[src/rtl/id_ex_stage.sv]
// id_ex_stage: ID/EX pipeline register for the 5-stage RV32I core.
// Holds the EX-stage copy of the decoded instruction and detects load-use
// hazards against the instruction currently in ID.
// Optional feature: define ID_EX_PERF_CNT_EN to add bubble/flush counters
// (o_bubble_cnt, o_flush_cnt).
module id_ex_stage #(
  parameter int XLEN   = 32,
  parameter int CTRL_W = 8
) (
  input  logic              i_clk,
  input  logic              i_rstn,
  input  logic              i_ID_valid,
  input  logic [XLEN-1:0]   i_ID_pc,
  input  logic [XLEN-1:0]   i_ID_rdata1,
  input  logic [XLEN-1:0]   i_ID_rdata2,
  input  logic [XLEN-1:0]   i_ID_imm,
  input  logic [4:0]        i_ID_rnum1,
  input  logic [4:0]        i_ID_rnum2,
  input  logic              i_ID_use_rs1,
  input  logic              i_ID_use_rs2,
  input  logic [4:0]        i_ID_wnum,
  input  logic              i_ID_wen,
  input  logic              i_ID_memRead,
  input  logic              i_ID_memWrite,
  input  logic [CTRL_W-1:0] i_ID_ctrl,
  input  logic              i_hold,
  input  logic              i_flush,
  output logic              o_EX_valid,
  output logic [XLEN-1:0]   o_EX_pc,
  output logic [XLEN-1:0]   o_EX_rdata1,
  output logic [XLEN-1:0]   o_EX_rdata2,
  output logic [XLEN-1:0]   o_EX_imm,
  output logic [4:0]        o_EX_rnum1,
  output logic [4:0]        o_EX_rnum2,
  output logic [4:0]        o_EX_wnum,
  output logic              o_EX_wen,
  output logic              o_EX_memRead,
  output logic              o_EX_memWrite,
  output logic [CTRL_W-1:0] o_EX_ctrl,
  output logic              o_stall_ID
`ifdef ID_EX_PERF_CNT_EN
  ,
  output logic [31:0]       o_bubble_cnt,
  output logic [31:0]       o_flush_cnt
`endif
);

  typedef struct packed {
    logic              valid;
    logic [XLEN-1:0]   pc;
    logic [XLEN-1:0]   rdata1;
    logic [XLEN-1:0]   rdata2;
    logic [XLEN-1:0]   imm;
    logic [4:0]        rnum1;
    logic [4:0]        rnum2;
    logic [4:0]        wnum;
    logic              wen;
    logic              memRead;
    logic              memWrite;
    logic [CTRL_W-1:0] ctrl;
  } exStage_t;

  exStage_t stage_q;
  exStage_t stage_d;
  logic     hazard;
  logic     loadInEx;
  logic     rs1Match;
  logic     rs2Match;

  // Load-use detection: a store that only needs the load result as store data
  // is left alone because that value is forwarded later, from WB to MEM.
  always_comb begin
    loadInEx = stage_q.valid & stage_q.memRead & (stage_q.wnum != 5'd0);
    rs1Match = i_ID_use_rs1 & (i_ID_rnum1 == stage_q.wnum);
    rs2Match = i_ID_use_rs2 & (i_ID_rnum2 == stage_q.wnum) & ~i_ID_memWrite;
    hazard   = loadInEx & i_ID_valid & ~i_flush & (rs1Match | rs2Match);
  end

  assign o_stall_ID = hazard;

  // Next stage contents: hold beats flush, and flush or hazard load a bubble.
  always_comb begin
    stage_d = stage_q;
    if (!i_hold) begin
      if (i_flush || hazard) begin
        stage_d = '0;
      end else begin
        stage_d.valid    = i_ID_valid;
        stage_d.pc       = i_ID_pc;
        stage_d.rdata1   = i_ID_rdata1;
        stage_d.rdata2   = i_ID_rdata2;
        stage_d.imm      = i_ID_imm;
        stage_d.rnum1    = i_ID_rnum1;
        stage_d.rnum2    = i_ID_rnum2;
        stage_d.wnum     = i_ID_wnum;
        stage_d.wen      = i_ID_wen;
        stage_d.memRead  = i_ID_memRead;
        stage_d.memWrite = i_ID_memWrite;
        stage_d.ctrl     = i_ID_ctrl;
      end
    end
  end

  // Pipeline register; reset leaves the stage holding a bubble.
  always_ff @(posedge i_clk or negedge i_rstn) begin
    if (!i_rstn) begin
      stage_q <= '0;
    end else begin
      stage_q <= stage_d;
    end
  end

  assign o_EX_valid    = stage_q.valid;
  assign o_EX_pc       = stage_q.pc;
  assign o_EX_rdata1   = stage_q.rdata1;
  assign o_EX_rdata2   = stage_q.rdata2;
  assign o_EX_imm      = stage_q.imm;
  assign o_EX_rnum1    = stage_q.rnum1;
  assign o_EX_rnum2    = stage_q.rnum2;
  assign o_EX_wnum     = stage_q.wnum;
  assign o_EX_wen      = stage_q.wen;
  assign o_EX_memRead  = stage_q.memRead;
  assign o_EX_memWrite = stage_q.memWrite;
  assign o_EX_ctrl     = stage_q.ctrl;

`ifdef ID_EX_PERF_CNT_EN
  logic [31:0] bubbleCnt_q;
  logic [31:0] flushCnt_q;

  // Count bubbles actually loaded; frozen edges are not counted.
  always_ff @(posedge i_clk or negedge i_rstn) begin
    if (!i_rstn) begin
      bubbleCnt_q <= 32'd0;
      flushCnt_q  <= 32'd0;
    end else if (!i_hold) begin
      if (i_flush) begin
        flushCnt_q <= flushCnt_q + 32'd1;
      end else if (hazard) begin
        bubbleCnt_q <= bubbleCnt_q + 32'd1;
      end
    end
  end

  assign o_bubble_cnt = bubbleCnt_q;
  assign o_flush_cnt  = flushCnt_q;
`endif

endmodule

[config.mk]
export PLATFORM = sky130hd
export DESIGN_NAME = id_ex_stage
export DESIGN_NICKNAME = d
export VERILOG_FILES = /design/src/rtl/id_ex_stage.sv
export SDC_FILE = /design/constraint.sdc
export NUM_CORES = 1
export LEC_CHECK = 0
export CAP_MARGIN = 20
export CORE_AREA = 2 2 154 156
export DETAILED_ROUTE_END_ITERATION = 10
export DIE_AREA = 0 0 156 158
export PLACE_DENSITY = 0.71
export SKIP_LAST_GASP = 1
export SYNTH_ARGS = -nofsm -noshare
export SYNTH_HDL_FRONTEND = slang
export SYNTH_SLANG_ARGS = --single-unit
[constraint.sdc]
create_clock -name i_clk -period 5 [get_ports i_clk]
set_clock_uncertainty 0.1 [all_clocks]
set_input_delay 1.25 -clock i_clk [delete_from_list [all_inputs] [get_ports i_clk]]
set_output_delay 1.25 -clock i_clk [all_outputs]
set_load 0.01 [all_outputs]
Word level (Yosys, flattened, before mapping)
Index checks and enable logic that the tools add are counted.

Add/subtract/negate cells: 0. Multipliers: 0. Div/mod/pow operators: 0. Order comparisons: 0. Equal/unequal tests: 2. Shift-type cells: 0. Multiplexer cells: 1. Bitwise gates (word level): 11. Reductions and logical operators: 2.

Operators with widths (count): 155-bit two-way mux (1); 5-bit == test (2); 1-bit AND (8); 5-bit nonzero test (1); 1-bit inverter (2); 1-bit logical OR (1); 1-bit OR (1).

Register bits: 155. Bits in latches: 0. RAM bits: 0. Bits in read-only memories: 0. Input port bits: 161. Output and inout port bits: 156. Word-level logic and storage cells: 28. Memories: 0.

Logic depth before layout (Yosys ltp)
Gate-level depths: netlist of run 1.

Word-level depth: 7. Depth in mapped cells: 6.

Worst setup path before layout of run 1
No wires, ideal clock.

Path type: input port to output port. Start: input i_ID_rnum2[0]. End: output o_stall_ID. Arrival time: 2164 ps. Data required time: 3650 ps. Setup slack: 1486 ps. Stages: 5. Cell sequence: xnor2_1 > nand4_1 > o22ai_1 > clkbuf_1 > nor2b_1.

Word-level cells in the longest chain between the ends: 5.

RTL lines: from (decl) (line 18) `input logic [4:0] i_ID_rnum2,`; 5-bit == test (line 75) `rs2Match = i_ID_use_rs2 & (i_ID_rnum2 == stage_q.wnum) & ~i_ID_memWrite;`; 1-bit AND (2 in a row) (line 75); 1-bit OR (line 76) `hazard = loadInEx & i_ID_valid & ~i_flush & (rs1Match | rs2Match);`; 1-bit AND (line 76); to (decl) (line 40) `output logic o_stall_ID`.

Every way passes these cells.

Worst setup path in the final report of run 1
Start: input i_ID_rnum2[4]. End: output o_stall_ID.

The elaborated chain is that of the path after synthesis.

==> results of run 1 <==
## routing by layer
| layer | up-vias | share of wire (%) | global-route usage, % |
|---|---|---|---|
| met1 | 4051 | 44 | 28.9 |
| li1 | 3895 | - | - |
| met3 | 39 | 4.9 | 5.15 |
| met4 | 0 | 2.3 | 7.38 |
| met2 | 208 | 48 | 35.3 |
| met5 | - | 0 | 0 |
## cell type report
cell class | count | area, sq um
multi-input cells | 638 | 4630
flip-flops and latches | 155 | 3880
clock buffers | 17 | 425
repair buffers | 331 | 3310
clock inverters | 13 | 166
fillers | 2022 | 10300
well taps | 290 | 363
## critical path: cells and delay by family
| family | cells | cell delay, ns |
|---|---|---|
| XOR/XNOR | 1 | 0.27 |
| buffers and inverters | 2 | 1.05 |
| AND/OR/NAND/NOR | 2 | 0.35 |
| AO/OA/AOI/OAI | 1 | 0.22 |
## how the worst max path moves through the flow
stage / from / endpoint
global route: i_ID_rnum2[4] / o_stall_ID
CTS: i_ID_rnum2[4] / o_stall_ID
floorplan: i_ID_rnum2[0] / o_stall_ID
global placement: i_ID_rnum2[4] / o_stall_ID
finish: i_ID_rnum2[4] / o_stall_ID
detailed placement: i_ID_rnum2[4] / o_stall_ID
## cells in the mapped netlist (all sizes together)
cell     number  area share (%)
nor2b         2            0.14
nand4         2            0.14
nand3b        1           0.083
a21oi         1           0.055
mux2i         1            0.11
xnor2        10            0.97
o2111ai       1            0.29
nor3b       154              13
o22ai         1           0.069
o21ai       154             8.5
or3b        154              15
dfrtp       155              43
nor2          1           0.041
clkbuf       93             3.9
or4           1            0.12
buf          26             2.4
a22oi       154              13
nand2         1           0.041
## flip-flops by register name, indices dropped and copies added, names as in the netlist
register and flops:
o_EX_wnum 5, o_EX_valid 1, o_EX_wen 1, o_EX_rnum2 5
o_EX_imm 32, o_EX_rdata1 32, o_EX_rnum1 5, o_EX_rdata2 32
o_EX_memWrite 1, o_EX_memRead 1, o_EX_ctrl 8, o_EX_pc 32
## power groups by stage
stage	logic, W	clock network (W)	registers, W
2_1_floorplan	0.000336	0	0.00158
3_3_place_gp	0.000938	0	0.00152
3_5_place_dp	0.000953	0	0.00152
4_1_cts	0.000955	0.00137	0.00150
5_1_grt	0.00103	0.00143	0.00152
6_report	0.000948	0.00134	0.00150
## stage by stage
| stage | std cells | total power [W] | hold WS [ns] |
|---|---|---|---|
| finish | 1444 | 0.00378 | 0.419 |
| detailed placement | 1413 | 0.00247 | 0.410 |
| global route | 1444 | 0.00397 | 0.447 |
| CTS | 1443 | 0.00383 | 0.424 |
| global placement | 1413 | 0.00245 | 0.402 |
| floorplan | 912 | 0.00191 | 0.457 |
## layout by cell type (no fill, tap or decap), types with 4 or more instances in the layout
master                            netlist  routed
sky130_fd_sc_hd__a22oi_1              154     154
sky130_fd_sc_hd__inv_6                  0       4
sky130_fd_sc_hd__dfrtp_1              155     155
sky130_fd_sc_hd__clkdlybuf4s50_1        0     313
sky130_fd_sc_hd__clkbuf_16              0      17
sky130_fd_sc_hd__or3b_2               154     154
sky130_fd_sc_hd__o21ai_0              151     151
sky130_fd_sc_hd__buf_4                  2      13
sky130_fd_sc_hd__xnor2_1               10      10
sky130_fd_sc_hd__nor3b_1              154     154
## cells by family (layout without fill, tap and decap cells)
group                  count (synthesis)  after routing
AND/OR/NAND/NOR                      316            316
AO/OA/AOI/OAI                        311            311
flip-flops                           155            155
buffers and inverters                119            361
XOR/XNOR                              10             10
multiplexers                           1              1
==> results_dict.tcl, run 1 <==
set metrics [dict create \
    vias_per_cell 5.67 \
    yosys_register_bits 155 \
    synth_compound_gate_area_share_pct 21.7 \
    finalSetupViolations 0 \
    worst_ep_required_time_ns 3.65 \
    io_buffers 316 \
    p_leak_nw 4.60 \
    drtIter0Drc 481 \
    synthToLayoutAreaGrowth_pct 40.9 \
    rsz0062_at_grt "false" \
    vias 8193 \
    cts.repair_timing.setup_buffer_count 0 \
    design.core.area_sq_um 23100 \
    grt_max_degree 210 \
    route.detailed.drc 0 \
    grt_usage_pct 21.8 \
    layout_min_cycle_time_ns 4.48 \
    final_design_area_no_fill_sq_um 12800 \
    worst-slew-pin-transition_ns 1.10 \
    timing.critical_path.cells "clkdlybuf4s50_1 -> xnor2_1 -> nand4_1 -> o22ai_4 -> nor2b_1 -> clkdlybuf4s50_1" \
    post_cts.resized_instances 0 \
    fp.dieArea_sq_um 24600 \
    skew_pair_late_insertion_delay_ns 0.42 \
    tritoncts.num_buffers 17 \
    final_layout_size_suffix_gt1_share_pct 17.8 \
    num_rows 56 \
    p_clk_share_pct 35.3 \
    dp.final_hpwl_um 17600 \
    ctsRootBufferMaster "sky130_fd_sc_hd__clkbuf_16" \
    worst-r2r-cell-count 7 \
    syn-cell-area_sq_um 9060 \
    critPathArrivalTime_ns 3.13 \
    post-route-util_pct 55.4 \
    crit_path_end_kind "output port" \
    crit_fanout 3 \
    ctsHtreeMaxLevel 4 \
    synth_fp_nets 1073 \
    cts_buffer_depth 2 \
    initial_core_utilization_pct 39.3 \
    tritoncts "built" \
    cell_internal_pwr_w 0.00273 \
    unique_cell_type_count_in_the_yosys_netlist 22 \
    hold-path-endpoint "o_EX_imm[0]" \
    power-per-cell-area_nw_per_um2 296 \
    power.combinational.fraction_pct 25.1 \
    critPathLaunchType "primary input" \
    regToRegStartpoint "o_EX_wnum[3]" \
    firstDrtPassIters 4 \
    final.period_utilization_pct 89.7 \
    worstSetupPathType "in2out" \
    postRouteWirelength_um 27900 \
    run_status "complete, no violations" \
    routedWlPerCell_um 19.3 \
    place_area_sq_um 12200 \
    post-place-ws_ns 0.563 \
    cp_common_cell "sky130_fd_sc_hd__clkdlybuf4s50_1" \
    peak_per_stage_delay_on_the_critical_path_ns 0.60 \
    holdCritPathClass "reg2reg" \
    yosys.area_share.xor_xnor_pct 0.966 \
    synth.yosys.seq_area_share_pct 42.8 \
    crit_slowest_cell "sky130_fd_sc_hd__clkdlybuf4s50_1" \
    cts_hold_buffers 0 \
    ys_warn_count 0 \
    slew_headroom_pct 27.0 \
    first_global_vias 7722 \
    hold_viol 0 \
    hold_depth 2 \
    number_of_maximum_capacitance_constraint_violations 0 \
    crit-reg2reg-capture "o_EX_rdata2[6]" \
    finalMaxSlewViolations 0 \
    grt_overflow_total 0 \
    gate_count_post_synth 912 \
    die_h_um 158 \
    insertedDiodeCount 0 \
    power.switching_fraction_pct 27.8 \
    fmaxAchievable_mhz 223 \
    grt_first_pass_wirelength_um 42900 \
    grt_antenna_before_repair 0 \
    die_w_um 156 \
    synth_top_family_by_area "simple AND/OR/NAND/NOR gates" \
    gp_routability_congestion 0.767 \
    adder_cell_share_of_the_synthesized_area_pct 0 \
    synth-simple-area-share_pct 28.2 \
    hold_path.startpoint "o_EX_imm[0]" \
    cts_num_sinks 155 \
    p_switching_w 0.00105 \
    power.share.sequential_pct 39.6 \
    reg2reg_setup_slack_ns 1.71 \
    final_critical_path_setup_slack_ns 0.517 \
    muxShareOfSynthArea_pct 0.110 \
    post_route_antenna_net_violation_count 0 \
    worst_ir_drop_vdd_uv 198 \
    clock_pin_slew_of_the_registers_on_the_worst_case_setup_and_hold_paths_ns 0.06 \
    syn_avg_cell_area_sq_um 9.94 \
    number_of_i_o_pins 317 \
    setup_total_negative_slack_ns 0 \
    nets 1304 \
]
Note: power is estimated with default switching activity, not from simulation.
==> run 2: changes to the inputs <==
--- a/config.mk
+++ b/config.mk
@@ -5,11 +5,12 @@
 export SDC_FILE = /design/constraint.sdc
 export NUM_CORES = 1
 export LEC_CHECK = 0
+export ABC_AREA = 1
 export CAP_MARGIN = 20
-export CORE_AREA = 2 2 154 156
+export CORE_AREA = 2 2 141 143
 export DETAILED_ROUTE_END_ITERATION = 10
-export DIE_AREA = 0 0 156 158
-export PLACE_DENSITY = 0.71
+export DIE_AREA = 0 0 143 145
+export PLACE_DENSITY = 0.75
 export SKIP_LAST_GASP = 1
 export SYNTH_ARGS = -nofsm -noshare
 export SYNTH_HDL_FRONTEND = slang
==> results_dict.tcl, run 2 <==
set metrics [dict create \
    synth_fp_nets 1213 \
    die_w_um 143 \
    cts_buffer_depth 2 \
    drtIter0Drc 382 \
    syn_avg_cell_area_sq_um 7.20 \
    yosys_top_cell_by_area "sky130_fd_sc_hd__dfrtp_1" \
    grt_overflow_total 0 \
    vias_per_cell 4.55 \
    fp.dieArea_sq_um 20700 \
    cts_hold_buffers 0 \
    fmaxAchievable_mhz 229 \
    critPathArrivalTime_ns 3.02 \
    holdWs_ns 0.377 \
    power.share.sequential_pct 42.2 \
    first_global_vias 6935 \
    tritoncts.num_buffers 17 \
    peak_per_stage_delay_on_the_critical_path_ns 0.60 \
    insertedDiodeCount 0 \
    design.core.area_sq_um 19200 \
    hold_viol 0 \
    power.switching_fraction_pct 26.3 \
    slew_headroom_pct 38.8 \
    p_leak_nw 6.13 \
    initial_core_utilization_pct 39.4 \
    post_cts.resized_instances 0 \
    routedWlPerCell_um 13.8 \
    finalMaxSlewViolations 0 \
    layout_min_cycle_time_ns 4.37 \
    finalSetupViolations 0 \
    timing.critical_path.cells "clkdlybuf4s50_1 -> inv_1 -> nor2_1 -> nand2_1 -> nor2_1 -> nand3_1 -> nand2_1 -> nand2_4 -> inv_1 -> clkdlybuf4s50_1" \
    route.detailed.drc 0 \
    ctsRootBufferMaster "sky130_fd_sc_hd__clkbuf_16" \
    synth_common_cells "sky130_fd_sc_hd__nand2_1 (339), sky130_fd_sc_hd__nor2_1 (166), sky130_fd_sc_hd__inv_1 (160)" \
    top_ff_cell_synth "sky130_fd_sc_hd__dfrtp_1" \
    worst_ep_required_time_ns 3.65 \
    postRouteWirelength_um 22200 \
    grt_first_pass_wirelength_um 36000 \
    nets 1489 \
    die_h_um 145 \
    p_switching_w 0.000878 \
    synth.yosys.seq_area_share_pct 51.2 \
    clock_pin_slew_of_the_registers_on_the_worst_case_setup_and_hold_paths_ns 0.06 \
    yosys_register_bits 155 \
    run_status "complete, no violations" \
    layout_common_cells "sky130_fd_sc_hd__nand2_1 (339), sky130_fd_sc_hd__clkdlybuf4s50_1 (314), sky130_fd_sc_hd__nor2_1 (166)" \
    synthTopCellsByArea "sky130_fd_sc_hd__dfrtp_1 (51%), sky130_fd_sc_hd__nand2_1 (17%), sky130_fd_sc_hd__nand3_1 (10%)" \
    number_of_maximum_capacitance_constraint_violations 0 \
    yosysMostFrequentCell "sky130_fd_sc_hd__nand2_1" \
    rsz0062_at_grt "false" \
    vias 7305 \
    ctsHtreeMaxLevel 4 \
    setup_total_negative_slack_ns 0 \
    synthToLayoutAreaGrowth_pct 50.5 \
    holdCritPathClass "reg2reg" \
    syn-cell-area_sq_um 7570 \
    synthArstFlopShare_pct 100 \
    num_rows 51 \
    dp.final_hpwl_um 15000 \
    p_clk_share_pct 38.4 \
    grt_antenna_before_repair 0 \
    synth_enable_flop_cells 0 \
    grt_max_degree 145 \
    cell_internal_pwr_w 0.00246 \
    grt_usage_pct 21.7 \
    share_of_the_synthesized_area_in_the_top_cell_type_pct 51.2 \
    cts_num_sinks 155 \
    unique_cell_type_count_in_the_yosys_netlist 11 \
    post_route_antenna_net_violation_count 0 \
    final.period_utilization_pct 87.4 \
    gp_routability_congestion 0.780 \
    critPathLaunchType "primary input" \
    ys_warn_count 0 \
    totalPowerFinal_w 0.00333 \
    worst_ir_drop_vdd_uv 215 \
    gate_count_post_synth 1052 \
    worst-slew-pin-transition_ns 0.918 \
    skew_pair_late_insertion_delay_ns 0.41 \
    power-per-cell-area_nw_per_um2 293 \
    tritoncts "built" \
    crit_slowest_cell "sky130_fd_sc_hd__clkdlybuf4s50_1" \
    number_of_i_o_pins 317 \
    io_buffers 316 \
    cts.repair_timing.setup_buffer_count 0 \
    worstSetupPathType "in2out" \
    firstDrtPassIters 7 \
    crit_fanout 2 \
    power.combinational.fraction_pct 19.4 \
    layout_commonest_cell "sky130_fd_sc_hd__nand2_1" \
    final_layout_size_suffix_gt1_share_pct 3.50 \
    post-route-util_pct 59.3 \
    crit_path_end_kind "output port" \
]
## run 2: worst max-delay path: cells and delay by family
family | cells | cell delay [ns]
simple gates | 6 | 0.64
buf+inv | 4 | 1.14
## run 2: path summary, 6_finish.rpt
kind / startpoint / to / slack, ns / depth (start not counted)
hold reg to reg: o_EX_rdata2[4] / o_EX_rdata2[4] / 0.38 / 2
hold / removal: o_EX_rdata2[4] / o_EX_rdata2[4] / 0.38 / 2
min in group asynchronous: i_rstn / o_EX_pc[24] / 0.83 / 1
setup reg to reg: o_EX_wnum[2] / o_EX_rdata1[21] / 2.16 / 11
max in group asynchronous: i_rstn / o_EX_rdata1[15] / 3.10 / 2
setup / recovery: i_ID_use_rs2 / o_stall_ID / 0.63 / 10
## run 2: cells by family after synthesis
group | after synthesis | share of synthesized area [%]
flops | 155 | 51.2
simple gates | 665 | 35.7
buf+inv | 232 | 13.1
## run 2: layout make-up
type	count	area [sq um]
Multi-Input combinational cell	665	2710
Sequential cell	155	3880
Tap cell	265	332
Fill cell	1756	7820
Timing Repair Buffer	325	3270
Clock inverter	12	139
Inverter	164	618
Clock buffer	20	447
## run 2: power groups by stage
stage               registers [W]  logic [W]  clock network (W)
global placement          0.00143   0.000647                  0
finish                    0.00141   0.000646            0.00128
global route              0.00142   0.000713            0.00138
CTS                       0.00141   0.000656            0.00131
floorplan                 0.00147   0.000195                  0
detailed placement        0.00143   0.000654                  0
## run 2: layer usage
layer | global-route usage [%] | wire, um
met1 | 28.7 | 9380
met2 | 34.3 | 10500
met3 | 6.40 | 1780
met4 | 6.63 | 525
met5 | 0 | 0
## run 2: metrics by stage
stage | cell area (sq um) | worst slack, ns | instances
finish | 11400 | 0.628 | 1606
global route | 11400 | 0.508 | 1606
global placement | 10800 | 0.602 | 1574
CTS | 11400 | 0.599 | 1606
floorplan | 7570 | 1.73 | 1052
detailed placement | 10800 | 0.601 | 1574
==> run 3: changes to the inputs <==
--- a/config.mk
+++ b/config.mk
@@ -11,6 +11,7 @@
 export DETAILED_ROUTE_END_ITERATION = 10
 export DIE_AREA = 0 0 143 145
 export PLACE_DENSITY = 0.75
+export SETUP_SLACK_MARGIN = 0.05
 export SKIP_LAST_GASP = 1
 export SYNTH_ARGS = -nofsm -noshare
 export SYNTH_HDL_FRONTEND = slang
==> results of run 3 <==
The final DEF is identical to that of run 2; final timing and power are the same.
